[src/rtl/pwm_cap_pkg.sv]
// pwm_cap_pkg: shared types and defaults for the PWM capture block.
// Holds the capture FSM state encoding and default counter/timeout sizes.
package pwm_cap_pkg;

   typedef enum logic [1:0] {
      IDLE,
      HIGH,
      LOW
   } state_e;

   localparam int CNT_W_DEF   = 20;
   localparam int TIMEOUT_DEF = 1_000_000;

endpackage

[src/rtl/sync_edge_det.sv]
// sync_edge_det: 2-FF synchronizer plus one delay flop with edge strobes.
// Ports: clk, rst_n (sync, active-low), din (async in),
//        s (synced level), rise / fall (one-cycle edge strobes).
module sync_edge_det (
   input  logic clk,
   input  logic rst_n,
   input  logic din,
   output logic s,
   output logic rise,
   output logic fall
);

   logic meta_q;
   logic sync_q;
   logic dly_q;

   always_ff @(posedge clk) begin
      if (!rst_n) begin
         meta_q <= 1'b0;
         sync_q <= 1'b0;
         dly_q  <= 1'b0;
      end else begin
         meta_q <= din;
         sync_q <= meta_q;
         dly_q  <= sync_q;
      end
   end

   assign s    = sync_q;
   assign rise = sync_q & ~dly_q;
   assign fall = ~sync_q & dly_q;

endmodule

[src/rtl/pwm_capture.sv]
// pwm_capture: measures high time and period of a PWM input in clk cycles.
// Ports: clk, rst_n, en, pwm_in -> high_cnt, period_cnt, valid, timeout,
//        stuck_high (line level latched when the timeout fired).
module pwm_capture
   import pwm_cap_pkg::*;
#(
   parameter int CNT_W       = CNT_W_DEF,
   parameter int TIMEOUT_CYC = TIMEOUT_DEF
) (
   input  logic             clk,
   input  logic             rst_n,
   input  logic             en,
   input  logic             pwm_in,
   output logic [CNT_W-1:0] high_cnt,
   output logic [CNT_W-1:0] period_cnt,
   output logic             valid,
   output logic             timeout,
   output logic             stuck_high
);

   localparam logic [CNT_W-1:0] ONE    = {{(CNT_W-1){1'b0}}, 1'b1};
   localparam logic [CNT_W-1:0] TO_LIM = CNT_W'(TIMEOUT_CYC);

   logic s;
   logic rise;
   logic fall;

   state_e           state_q;
   logic [CNT_W-1:0] hi_q;
   logic [CNT_W-1:0] per_q;
   logic [CNT_W-1:0] idle_q;
   logic [CNT_W-1:0] high_cnt_q;
   logic [CNT_W-1:0] period_cnt_q;
   logic             valid_q;
   logic             timeout_q;
   logic             stuck_q;

   // Counters stop at all-ones instead of wrapping.
   function automatic logic [CNT_W-1:0] sat_inc(input logic [CNT_W-1:0] v);
      return (&v) ? v : v + ONE;
   endfunction

   sync_edge_det u_sync (
      .clk   (clk),
      .rst_n (rst_n),
      .din   (pwm_in),
      .s     (s),
      .rise  (rise),
      .fall  (fall)
   );

   always_ff @(posedge clk) begin
      if (!rst_n) begin
         state_q      <= IDLE;
         hi_q         <= '0;
         per_q        <= '0;
         idle_q       <= '0;
         high_cnt_q   <= '0;
         period_cnt_q <= '0;
         valid_q      <= 1'b0;
         timeout_q    <= 1'b0;
         stuck_q      <= 1'b0;
      end else if (!en) begin
         state_q <= IDLE;
         hi_q    <= '0;
         per_q   <= '0;
         idle_q  <= '0;
         valid_q <= 1'b0;
      end else begin
         valid_q <= 1'b0;
         idle_q  <= (rise || fall) ? '0 : sat_inc(idle_q);
         // A rise outranks the timeout threshold in the same cycle.
         if (rise) begin
            timeout_q <= 1'b0;
            hi_q      <= ONE;
            per_q     <= ONE;
            state_q   <= HIGH;
            if (state_q == LOW) begin
               high_cnt_q   <= hi_q;
               period_cnt_q <= per_q;
               valid_q      <= 1'b1;
            end
         end else if (idle_q == TO_LIM) begin
            timeout_q <= 1'b1;
            stuck_q   <= s;
            state_q   <= IDLE;
            hi_q      <= '0;
            per_q     <= '0;
         end else begin
            unique case (state_q)
               HIGH: begin
                  per_q <= sat_inc(per_q);
                  // The fall cycle is already low: period only.
                  if (fall) begin
                     state_q <= LOW;
                  end else begin
                     hi_q <= sat_inc(hi_q);
                  end
               end
               LOW: begin
                  per_q <= sat_inc(per_q);
               end
               default: begin
               end
            endcase
         end
      end
   end

   assign high_cnt   = high_cnt_q;
   assign period_cnt = period_cnt_q;
   assign valid      = valid_q;
   assign timeout    = timeout_q;
   assign stuck_high = stuck_q;

endmodule
[config.mk]
export PLATFORM = sky130hd
export DESIGN_NAME = pwm_capture
export DESIGN_NICKNAME = d
export VERILOG_FILES = /design/src/rtl/pwm_cap_pkg.sv /design/src/rtl/sync_edge_det.sv /design/src/rtl/pwm_capture.sv
export SDC_FILE = /design/constraint.sdc
export NUM_CORES = 1
export LEC_CHECK = 0
export CAP_MARGIN = 20
export CORE_UTILIZATION = 40
export CTS_CLUSTER_DIAMETER = 80
export DETAILED_ROUTE_END_ITERATION = 8
export MAX_ROUTING_LAYER = met4
export PLACE_DENSITY_LB_ADDON = 0.2
export SLEW_MARGIN = 0
export SYNTH_ARGS = -nofsm -noshare
export SYNTH_HDL_FRONTEND = slang
export SYNTH_SLANG_ARGS = --single-unit
export TNS_END_PERCENT = 5
[constraint.sdc]
create_clock -name clk -period 2.1 [get_ports clk]
set_input_delay 0.315 -clock clk [delete_from_list [all_inputs] [get_ports clk]]
set_output_delay 0.315 -clock clk [all_outputs]
set_load 0.05 [all_outputs]
# Word-level counts from Yosys, hierarchy flattened
# Index checks and enable logic that the tools add are counted.
dict set report word_totals {
  input_bits 4
  rom_bits 0
  memories 0
  mem_bits_rw 0
  register_bits 108
  latchBits 0
  output_inout_bits 43
  wordCells 72
}
dict set report op_classes {
  eq_ne 6
  addsub 3
  magnitude_cmp 0
  n_reduce_logical 22
  div_mod_pow 0
  multipliers 0
  bitwise 10
  shift 0
  muxes 16
}
# operator count
set ops {}
lappend ops {{$add 20x1->20 const B} 3}
lappend ops {{$reduce_and 20->1} 3}
lappend ops {{$eq 20x20->1 const B} 1}
lappend ops {{$mux 1} 16}
lappend ops {{$reduce_and 3->1} 5}
lappend ops {{$reduce_and 2->1} 6}
lappend ops {{$reduce_bool 3->1} 3}
lappend ops {{$not 1->1} 8}
lappend ops {{$ne 3x3->1 const B} 2}
lappend ops {{$reduce_or 4->1} 1}
lappend ops {{$ne 3x2->1 const B} 1}
lappend ops {{$reduce_or 3->1} 1}
lappend ops {{$and 1x1->1} 2}
lappend ops {{$eq 2x1->1 const B} 1}
lappend ops {{$eq 2x2->1 const B} 1}
lappend ops {{$reduce_bool 2->1} 1}
lappend ops {{$reduce_or 2->1} 1}
lappend ops {{$logic_or 1x1->1} 1}

# Depth between registers and ports, before layout
dict set report depth {
  word_depth 6
  depth_mapped 8
  depth_no_buf 7
}

# Cells and area by module
# From an unflattened synthesis, not the netlist that was laid out.
dict set report hier_totals {
  cells_unflattened 564
  area_unflattened_um2 4921.0
}
# mod cells_per_inst area_per_inst_um2 instances seq_area_each_um2
set modules_own_cells {}
lappend modules_own_cells {pwm_capture 556 4829.6 1 2102.0}
lappend modules_own_cells {sync_edge_det 8 91.3 1 60.1}

# Least setup slack after synthesis
# Ideal clock, no wire load.
dict set report synth_timing {
  kind {register to register}
  start {register u_sync.sync_q, in the netlist u_sync.s}
  end {register hi_q[13]}
  path_stages_with_launch 8
  setup_ps 115
  required_ps 1985
  synth_period_minus_slack_ps 2124
  path_slack_ps -24
  n_path_buf 0
  arrival_ps 2009
  cell_sequence {dfxtp_1 -> inv_1 -> ha_1 -> and4b_1 -> or4b_2 -> a211oi_1 -> xnor2_1 -> nor2_1}
}
dict set report synth_via {
  elab_chain_len 4
  word_cells_on_any_way 6
  cone_classes {4 x bitwise; 2 x reduce/logical}
}
# element line
set synth_lines {}
lappend synth_lines {{from (decl)} sync_edge_det.sv:14} ;# logic sync_q;
lappend synth_lines {{from (signal assigned)} sync_edge_det.sv:24} ;# sync_q <= meta_q;
lappend synth_lines {{$not 1->1} sync_edge_det.sv:31} ;# assign fall = ~sync_q & dly_q;
lappend synth_lines {{$and 1x1->1} sync_edge_det.sv:31}
lappend synth_lines {{$not 1->1 (no line)} -}
lappend synth_lines {{$reduce_and 3->1 (no line)} -}
lappend synth_lines {{to (signal assigned)} pwm_capture.sv:97} ;# hi_q <= sat_inc(hi_q);
lappend synth_lines {{to (decl)} pwm_capture.sv:29} ;# logic [CNT_W-1:0] hi_q;
# Several ways; a longest one is shown, not always the timed one.
# A chain may end at the register's enable or synchronous reset.

# Worst setup path in the final report
dict set report layout_timing {
  start {register idle_q[9]}
  end {register per_q[10]}
}
dict set report layout_via {
  elab_chain_len 2
}
# element line
set layout_lines {}
lappend layout_lines {{from (decl)} pwm_capture.sv:31} ;# logic [CNT_W-1:0] idle_q;
lappend layout_lines {{from (signal assigned)} pwm_capture.sv:71} ;# idle_q <= (rise || fall) ? '0 : sat_inc(idle_q);
lappend layout_lines {{$eq 20x20->1} pwm_capture.sv:83} ;# end else if (idle_q == TO_LIM) begin
lappend layout_lines {{$reduce_or 4->1 (no line)} -}
lappend layout_lines {{to (signal assigned)} pwm_capture.sv:92} ;# per_q <= sat_inc(per_q);
lappend layout_lines {{to (signal assigned)} pwm_capture.sv:101} ;# per_q <= sat_inc(per_q);
lappend layout_lines {{to (decl)} pwm_capture.sv:30} ;# logic [CNT_W-1:0] per_q;
# Every way passes these cells.

==> results.json <==
{
  "numCtsBuffers": 9,
  "finalWorstPathRequiredPeriod_ns": 2.03,
  "unrepaired_setup_endpoints_after_global_routing": "yes",
  "async_flop_share": 0,
  "synth_area_leader_cell": "dfxtp_1",
  "min_period_over_period": 0.964,
  "global_route_wire_length_before_repair_mm": 19.0,
  "cp_max_fo": 31,
  "cell_pwr_density_nw_per_um2": 628,
  "synth.lib_cells_used.distinct": 53,
  "maximum_number_of_pins_on_one_net_before_global_route_repair": 32,
  "net-switching-power_mw": 0.799,
  "clk_root_buffer_cell": "clkbuf_16",
  "critPathArrivalTime_ns": 2.27,
  "crit_required_ns": 2.35,
  "hp-class": "reg -> reg",
  "initial_core_util": 0.410,
  "rows": 40,
  "power.ir.vdd_worst_uv": 379,
  "switch_share": 0.206,
  "place.gp.congestion": 0.840,
  "placement.io_buffers": 46,
  "dpl_cell_area_um2": 5840,
  "yosys.area.top_type_share": 0.441,
  "status": "finished clean",
  "mappedNetlistArea_um2": 4900,
  "relSlewSlack": 0.653,
  "final_core_utilization": 0.517,
  "synth_fp_nets": 598,
  "antennaDiodeCount": 0,
  "finalSetupViolations": 0,
  "fin_skew_ns": 0.00797,
  "clockBufferDepth": 2,
  "dieArea_um2": 12700,
  "filler_cells": 1153,
  "worst_slew_pin_slew_ns": 0.518,
  "worst_setup_path_start_kind": "flip-flop",
  "post_synth_main_area_contributors": "dfxtp_1 44%, nand2_1 8.6%, a21boi_0 6.3%",
  "route.antenna.remaining_nets": 0,
  "hold_fails_final_rpt": 0,
  "dr.pass1.iters": 5,
  "seq_area_frac_synth": 0.441,
  "crit_type": "reg -> reg",
  "cts_sinks": 108,
  "number_of_antenna_violations_at_the_first_check_in_global_routing": 0,
  "num_vias": 4346,
  "layout.nets": 675,
  "layout-drive-gt1-share": 0.124,
  "register_area_um2": 2160,
  "netlist_instances": 585,
  "leakagePower_nw": 1.99,
  "overflow": 0,
  "grt_pass1_vias": 4085,
  "fp.dieW_um": 113,
  "achievable-frequency_mhz": 494,
  "holdBufCountCts": 0,
  "die_h_um": 113,
  "hpwlAfterDp_mm": 7.91,
  "htree_num_levels": 3,
  "clk-insertion-delay-late_ns": 0.36,
  "area_growth_from_synthesis_to_layout_pct": 26.2,
  "routed_wire_length_mm": 11.3,
  "post_synth.cell_area_avg_um2": 8.38,
  "synth-main-ff-cell": "dfxtp_1",
  "routedWlPerCell_um": 13.9,
  "power.share.clock": 0.444,
  "post-layout-total-power_mw": 3.88,
  "internal_power_mw": 3.08,
  "tritoncts": "done",
  "postSynthRegisterBits": 108,
  "worst_setup_hold_path_clk_slew_ns": 0.07,
  "ys_warn_count": 0,
  "footprint_of_the_multi_input_gates_um2": 2620,
  "hold_ws_ns": 0.443,
  "pwr-share-comb": 0.026,
  "max-cap-violations": 0,
  "detail_route.drc_violations": 0,
  "io-pin-count": 47,
  "number_of_flops_mapped_to_enable_cells_by_yosys": 0,
  "crit_path_end_kind": "flip-flop",
  "drt_first_iter_violations": 147,
  "placeableCoreArea_um2": 12000,
  "p_seq_frac": 0.530,
  "post_cts.repair.setup_buffers": 0,
  "fin_area_um2": 6180,
  "avgViaCountPerCell": 5.34,
  "final-max-slew-violation-count": 0,
  "grt_use_total": 0.195
}
## path summary, 6_finish.rpt
path                 startpoint   endpoint  slack, ns  cells after the start
hold reg to reg   u_sync.meta_q   u_sync.s       0.44                      1
setup / recovery      idle_q[9]  per_q[10]       0.07                      6
hold / removal    u_sync.meta_q   u_sync.s       0.44                      1
setup reg to reg      idle_q[9]  per_q[10]       0.07                      6
## routing by layer
| metal | track usage | vias to the layer above | routed length [um] |
|---|---|---|---|
| li1 | - | 2211 | - |
| met1 | 0.250 | 2022 | 5640 |
| met2 | 0.292 | 99 | 4990 |
| met3 | 0.0530 | 14 | 448 |
| met4 | 0.0756 | 0 | 191 |
| met5 | - | - | 0 |
## kinds of logic after synthesis
family | synth area share
adder cells (fa/ha/maj) | 0.0230
AO/OA/AOI/OAI | 0.144
multiplexers | 0.00715
XOR/XNOR | 0.0625
flip-flops | 0.441
AND/OR/NAND/NOR | 0.288
buffers and inverters | 0.0342
## per-stage QoR
stage               setup TNS [ns]  cells  setup WS [ns]
floorplan                  -0.0110    585       -0.00643
detailed placement               0    798        0.00576
finish                           0    814         0.0749
CTS                       -0.00676    814       -0.00676
global placement                 0    798         0.0353
global route               -0.0472    814        -0.0206
## power groups by stage
stage | registers, mW | logic [mW] | clock network, mW
2_1_floorplan | 2.10 | 0.0612 | 0
3_3_place_gp | 2.10 | 0.0995 | 0
3_5_place_dp | 2.10 | 0.102 | 0
4_1_cts | 2.06 | 0.102 | 1.79
5_1_grt | 2.06 | 0.111 | 1.87
6_report | 2.06 | 0.101 | 1.72
## Yosys cell counts (2+ instances only)
master	n
a211o_1	2
a211oi_1	14
a21boi_0	41
a21oi_1	25
a31oi_1	5
and2_0	2
and2_1	5
and3_1	5
and3b_1	2
and4_1	6
buf_1	2
buf_2	2
buf_4	2
clkbuf_1	23
dfxtp_1	108
ha_1	9
inv_1	13
mux2i_1	2
nand2_1	112
nand3_1	18
nand4_1	21
nor2_1	48
nor3_1	17
nor3b_1	4
nor4_1	8
nor4_2	3
o21a_1	2
o21ai_0	12
o31ai_1	2
or3_1	9
or4_1	4
or4b_2	3
xnor2_1	32
xor2_1	3
## cell usage in the layout (no fill, tap or decap), types with 3 or more instances in the layout
cell type / n
and3_1: 5
dfxtp_1: 107
nor4_1: 7
nand2_1: 112
nor3b_1: 4
nand3_1: 18
and4_1: 6
a31oi_1: 5
nand4_1: 21
xnor2_1: 32
xor2_1: 3
o21ai_0: 12
clkdlybuf4s50_1: 46
clkbuf_16: 9
a21oi_1: 24
buf_4: 46
a211oi_1: 11
ha_1: 9
buf_12: 3
a211oi_2: 3
and2_1: 6
inv_1: 13
or4_1: 4
nor3_1: 17
a21boi_0: 41
or3_1: 9
nor2_1: 48
## final cells by class
| cell class | instances | area share |
|---|---|---|
| Tap cell | 147 | 0.0297 |
| Clock buffer | 12 | 0.0415 |
| Inverter | 13 | 0.00789 |
| Multi-Input combinational cell | 435 | 0.423 |
| Sequential cell | 108 | 0.350 |
| Clock inverter | 4 | 0.00769 |
| Timing Repair Buffer | 95 | 0.140 |
## sequential cells by signal, indices dropped and copies added (netlist names)
register / cells
u_sync.dly_q: 1
u_sync.s: 1
period_cnt: 20
valid: 1
timeout: 1
hi_q: 20
stuck_high: 1
idle_q: 20
state_q: 2
high_cnt: 20
per_q: 20
u_sync.meta_q: 1
## timing repair
item                                    CTS  global route
gates resized for setup                   2             7
hold endpoints to repair                  0             0
pin swaps                                 0             0
endpoints found under the setup margin    3            19
## critical path: stages, from the launching register on
cell and delay, ns:
dfxtp_1 0.39, or4b_2 0.67, nor4_4 0.26, a211o_1 0.20, buf_12 0.19, buf_12 0.14, nor3_1 0.05
Power figures use the tool's default switching activity.
